==> src/rtl/ext_pipe.sv <==
// Registered immediate/load-data extender behind a 2-entry valid/ready skid buffer.
// Entry 0 is always the head, so every output comes straight from a register.
module ext_pipe #(
    parameter int unsigned DATA_W = 32,
    parameter int unsigned IMM_W  = 16,
    localparam int unsigned OFF_W = $clog2(DATA_W / 8)
) (
    input  logic              clk,
    input  logic              reset,
    input  logic              flush,
    input  logic              in_valid,
    output logic              in_ready,
    input  logic [2:0]        in_op,
    input  logic [OFF_W-1:0]  in_addr,
    input  logic [DATA_W-1:0] in_data,
    input  logic [IMM_W-1:0]  in_imm,
    output logic              out_valid,
    input  logic              out_ready,
    output logic [DATA_W-1:0] out_result,
    output logic              out_exc
);

    localparam logic [2:0] OP_WORD = 3'd0;
    localparam logic [2:0] OP_LBU  = 3'd1;
    localparam logic [2:0] OP_LB   = 3'd2;
    localparam logic [2:0] OP_LHU  = 3'd3;
    localparam logic [2:0] OP_LH   = 3'd4;
    localparam logic [2:0] OP_IMMZ = 3'd5;
    localparam logic [2:0] OP_IMMS = 3'd6;
    localparam logic [2:0] OP_LUI  = 3'd7;

    localparam logic [1:0] CNT_0 = 2'd0;
    localparam logic [1:0] CNT_1 = 2'd1;
    localparam logic [1:0] CNT_2 = 2'd2;

    logic [7:0]        w_byte;
    logic [15:0]       w_half;
    logic [DATA_W-1:0] w_res;
    logic              w_exc;

    logic [1:0]        r_count;
    logic [DATA_W-1:0] r_res0, r_res1;
    logic              r_exc0, r_exc1;
    logic              r_in_ready, r_out_valid;

    logic [1:0]        w_count_nxt;
    logic [DATA_W-1:0] w_res0_nxt, w_res1_nxt;
    logic              w_exc0_nxt, w_exc1_nxt;
    logic              w_push, w_pop;

    assign w_byte = 8'(in_data >> {in_addr, 3'b000});
    assign w_half = 16'(in_data >> {in_addr, 3'b000});

    // Extension and misalignment detection on the incoming beat
    always_comb begin
        w_res = '0;
        w_exc = 1'b0;
        case (in_op)
            OP_WORD: begin
                if (in_addr != '0) w_exc = 1'b1;
                else               w_res = in_data;
            end
            OP_LBU:  w_res = {{(DATA_W-8){1'b0}}, w_byte};
            OP_LB:   w_res = {{(DATA_W-8){w_byte[7]}}, w_byte};
            OP_LHU: begin
                if (in_addr[0]) w_exc = 1'b1;
                else            w_res = {{(DATA_W-16){1'b0}}, w_half};
            end
            OP_LH: begin
                if (in_addr[0]) w_exc = 1'b1;
                else            w_res = {{(DATA_W-16){w_half[15]}}, w_half};
            end
            OP_IMMZ: w_res = {{(DATA_W-IMM_W){1'b0}}, in_imm};
            OP_IMMS: w_res = {{(DATA_W-IMM_W){in_imm[IMM_W-1]}}, in_imm};
            OP_LUI:  w_res = {in_imm, {(DATA_W-IMM_W){1'b0}}};
            default: w_res = '0;
        endcase
    end

    assign w_push = in_valid & r_in_ready;
    assign w_pop  = r_out_valid & out_ready;

    // Buffer next state; vacated entries are zeroed so idle outputs read 0
    always_comb begin
        w_count_nxt = r_count;
        w_res0_nxt  = r_res0;
        w_res1_nxt  = r_res1;
        w_exc0_nxt  = r_exc0;
        w_exc1_nxt  = r_exc1;
        if (flush) begin
            w_count_nxt = CNT_0;
            w_res0_nxt  = '0;
            w_res1_nxt  = '0;
            w_exc0_nxt  = 1'b0;
            w_exc1_nxt  = 1'b0;
        end else begin
            case (r_count)
                CNT_0: begin
                    if (w_push) begin
                        w_res0_nxt  = w_res;
                        w_exc0_nxt  = w_exc;
                        w_count_nxt = CNT_1;
                    end
                end
                CNT_1: begin
                    if (w_push && w_pop) begin
                        w_res0_nxt = w_res;
                        w_exc0_nxt = w_exc;
                    end else if (w_push) begin
                        w_res1_nxt  = w_res;
                        w_exc1_nxt  = w_exc;
                        w_count_nxt = CNT_2;
                    end else if (w_pop) begin
                        w_res0_nxt  = '0;
                        w_exc0_nxt  = 1'b0;
                        w_count_nxt = CNT_0;
                    end
                end
                CNT_2: begin
                    if (w_pop) begin
                        w_res0_nxt  = r_res1;
                        w_exc0_nxt  = r_exc1;
                        w_res1_nxt  = '0;
                        w_exc1_nxt  = 1'b0;
                        w_count_nxt = CNT_1;
                    end
                end
                default: w_count_nxt = CNT_0;
            endcase
        end
    end

    always_ff @(posedge clk or negedge reset) begin
        if (!reset) begin
            r_count     <= CNT_0;
            r_res0      <= '0;
            r_res1      <= '0;
            r_exc0      <= 1'b0;
            r_exc1      <= 1'b0;
            r_in_ready  <= 1'b1;
            r_out_valid <= 1'b0;
        end else begin
            r_count     <= w_count_nxt;
            r_res0      <= w_res0_nxt;
            r_res1      <= w_res1_nxt;
            r_exc0      <= w_exc0_nxt;
            r_exc1      <= w_exc1_nxt;
            r_in_ready  <= (w_count_nxt != CNT_2);
            r_out_valid <= (w_count_nxt != CNT_0);
        end
    end

    assign in_ready   = r_in_ready;
    assign out_valid  = r_out_valid;
    assign out_result = r_res0;
    assign out_exc    = r_exc0;

endmodule

==> config.mk <==
export PLATFORM = sky130hd
export DESIGN_NAME = ext_pipe
export DESIGN_NICKNAME = d
export VERILOG_FILES = /design/src/rtl/ext_pipe.sv
export SDC_FILE = /design/constraint.sdc
export NUM_CORES = 1
export LEC_CHECK = 0
export ABC_CLOCK_PERIOD_IN_PS = 2700
export CORE_MARGIN = 3
export CORE_UTILIZATION = 54
export CTS_BUF_LIST = sky130_fd_sc_hd__clkbuf_8
export DETAILED_ROUTE_END_ITERATION = 8
export PLACE_DENSITY = 0.83
export SLEW_MARGIN = 20
export SYNTH_ARGS = -nofsm -noshare
export SYNTH_HDL_FRONTEND = slang
export SYNTH_SLANG_ARGS = --single-unit
==> constraint.sdc <==
create_clock -name clk -period 2.7 [get_ports clk]
set_input_delay 0.81 -clock clk [delete_from_list [all_inputs] [get_ports clk]]
set_output_delay 0.81 -clock clk [all_outputs]
set_load 0.03 [all_outputs]
==> results of run 1 <==
## kinds of logic after synthesis
| family | share of synthesized area [%] |
|---|---|
| xor gates and xnor gates | 0.341 |
| AOI/OAI and AO/OA | 28.5 |
| muxes | 9.45 |
| adders and majority gates | 1.26 |
| and+or+nand+nor | 17.5 |
| DFF | 36.8 |
| buffers and inverters | 6.22 |
## Yosys cell counts (3+ instances only)
master / number / area (um^2)
or3b_2: 8 / 70.1
o21ai_0: 39 / 195
o21ai_1: 23 / 115
inv_1: 18 / 67.6
buf_2: 18 / 90.1
nor3b_1: 3 / 22.5
a211oi_1: 10 / 75.1
buf_1: 4 / 15.0
and2_1: 3 / 18.8
buf_6: 3 / 33.8
dfrtp_1: 69 / 1730
o32ai_1: 7 / 61.3
o31ai_1: 8 / 60.1
nand4b_1: 3 / 26.3
a21oi_1: 40 / 200
nor3_1: 12 / 60.1
and3_1: 24 / 150
a21o_1: 9 / 67.6
ha_1: 4 / 50.1
a31oi_1: 9 / 56.3
nand4_1: 3 / 18.8
clkbuf_1: 21 / 78.8
o211a_1: 8 / 80.1
nand2b_1: 5 / 31.3
mux4_2: 8 / 180
mux2i_1: 27 / 270
a221oi_2: 7 / 105
o211ai_1: 8 / 60.1
nand3_1: 3 / 15.0
o22ai_1: 16 / 100
nand2_1: 58 / 218
or3b_1: 13 / 114
## per-layer routing
metal  track usage (%)  part of all wire, %  up-vias
li1                  -                    -     2182
met1              43.0                   41     2325
met2              50.7                   47      298
met3              5.21                  8.7       40
met4              12.8                  3.2        0
met5                 0                    0        -
## worst reg2reg max path, stage by stage, from the launching register on
cell,delay [ns]
dfrtp_1,0.42
inv_1,0.09
ha_1,0.27
buf_4,0.21
nand2b_1,0.17
or4_1,0.41
buf_4,0.22
o31ai_1,0.34
## worst paths after layout
kind | slack [ns] | cells after the start | end
worst max-delay path | 0.23 | 6 | r_res1[9]
worst min-delay path | 0.44 | 2 | r_res1[2]
worst max register to register | 0.45 | 7 | r_res1[9]
worst min register to register | 0.48 | 2 | r_res1[16]
max in group asynchronous | 1.91 | 2 | out_result[9]
min in group clk | 0.48 | 2 | r_res1[16]
## power by group
group	internal, mW	switching (mW)
clock	0.630	0.465
combinational	0.468	0.618
sequential	1.12	0.0485
## stage by stage
stage | total power [mW] | hold slack, ns | instance area (um^2) | worst slack [ns] | TNS [ns]
2_1_floorplan | 1.78 | 0.441 | 4770 | 0.613 | 0
3_3_place_gp | 2.25 | 0.455 | 6050 | -0.0737 | -0.185
3_5_place_dp | 2.26 | 0.461 | 6050 | -0.0802 | -0.900
4_1_cts | 3.36 | 0.475 | 6300 | 0.264 | 0
5_1_grt | 3.48 | 0.483 | 6300 | 0.187 | 0
6_report | 3.35 | 0.441 | 6300 | 0.231 | 0
## state kept, by name (all words and copies together) (netlist names)
signal / cells
out_exc: 1
out_result: 32
r_count: 2
in_ready: 1
out_valid: 1
r_exc1: 1
r_res1: 32
## final cells by class
cell class / count / area, um^2 / share of cell area (%)
Inverter: 19 / 71.3 / 1.13
Clock inverter: 7 / 128 / 2.03
Timing Repair Buffer: 136 / 1370 / 21.7
Clock buffer: 9 / 124 / 1.97
Sequential cell: 70 / 1750 / 27.8
Multi-Input combinational cell: 390 / 2730 / 43.3
Tap cell: 105 / 131 / 2.09
==> reports/qor.yml, run 1 <==
sta:
  slew_violations: 0
  fmax_ghz: 0.405
  rsz0062_at_grt: "no"
  hold_viol: 0
  fin_crit_sh_pct: 91.4
  worst_pin_slew_ns: 0.577
  min_period_ns: 2.47
  skew_ns: 0.00645
  setup_viol: 0
  slew_headroom_pct: 61.5
power:
  ir_worst_vdd_mv: 0.284
  p_per_area_nw_per_um2: 533
  p_leak_nw: 2.70
global_routing:
  overflow: 0
  grt_max_degree: 71
  grt_pass1_vias: 4821
  antenna_found_initial: 0
  grt.total_usage_pct: 31.7
  grt_pass1_wl_mm: 24.9
logic_synthesis:
  syn_inst: 526
  synth_ff_type: "dfrtp_1"
  ys.warnings.count: 0
  synth-seq-cells: 70
  syn_area_per_cell_um2: 9.06
  syn_area_um2: 4770
  synth_edf_count: 0
  ys_seq_area_share_pct: 36.8
  synth_nets: 588
  synthArstFlopShare_pct: 100
  synth_cell_type_count: 63
detailed_routing:
  vias_per_cell: 6.58
  wl_per_cell_um: 20.8
  via_count: 4845
  first_pass_iters: 6
  drc: 0
  drtAntennaViolNets: 0
  drt-initial-drc-count: 460
  drt-total-wl_mm: 15.3
hold_path:
  hold_path_class: "primary input to asynchronous set/reset pin"
placement:
  port_buffers: 92
  dp_hpwl_mm: 11.1
  dp.cells: 720
  place_congestion: 0.993
die:
  die-area_um2: 9990
  pin_count: 93
  die_h_um: 100
  num_rows: 33
  coreArea_um2: 8380
  die_x_um: 100
  start_util_pct: 56.9
cells_and_area:
  area_growth_pct: 32.1
  post-route-util_pct: 75.1
  final_cell_mix: "clkdlybuf4s50_1 (90), dfrtp_1 (69), nand2_1 (58), a21oi_1 (40), o21ai_0 (39)"
  drive_above_1_share_pct: 15.7
  final_common_cell: "clkdlybuf4s50_1"
  finalNonFillerCells: 736
  diodes: 0
  fillers: 590
  nNetsFinal: 688
setup_path:
  worstPathRequired_ns: 2.94
  critPathMaxFanout: 7
  path_cells: "clkdlybuf4s50_1, or3b_1, buf_4, a221oi_2, a211oi_1, o31ai_1"
  critical_path_class: "primary input to flip-flop"
  timing.critical_path.from: "in_op[1]"
  end_kind: "flip-flop"
  critical_path.top_delay_family: "buffers and inverters"
  slowest_stage: "clkdlybuf4s50_1"
  cp-start-kind: "primary input"
  reg2reg_from: "r_count[0]"
  arrival_ns: 2.71
  crit_buf_inv: 2
  slowest_delay_ns: 0.52
clock_tree:
  htree_levels: 3
  hold_buffers: 0
  cts.path.max_buffers: 2
  cts_setup_buffers: 0
  cts_tree: "done"
  cts_root_buffer: "clkbuf_8"
  clk_latency_ns: 0.35
  cts-buffers-inserted: 9
  cts_resized: 0
  cts_sinks: 70
  cts.clk_slew.worst_paths_ns: 0.09
run:
  max_cap_violations: 0
outcome:
  status: "complete, no violations"
Power figures use the tool's default switching activity.
==> run 2, diff against run 1 <==
Settings changed: ABC_CLOCK_PERIOD_IN_PS 2700 to default.
==> results of run 2 <==
The final DEF is identical to that of run 1; final timing and power are the same.
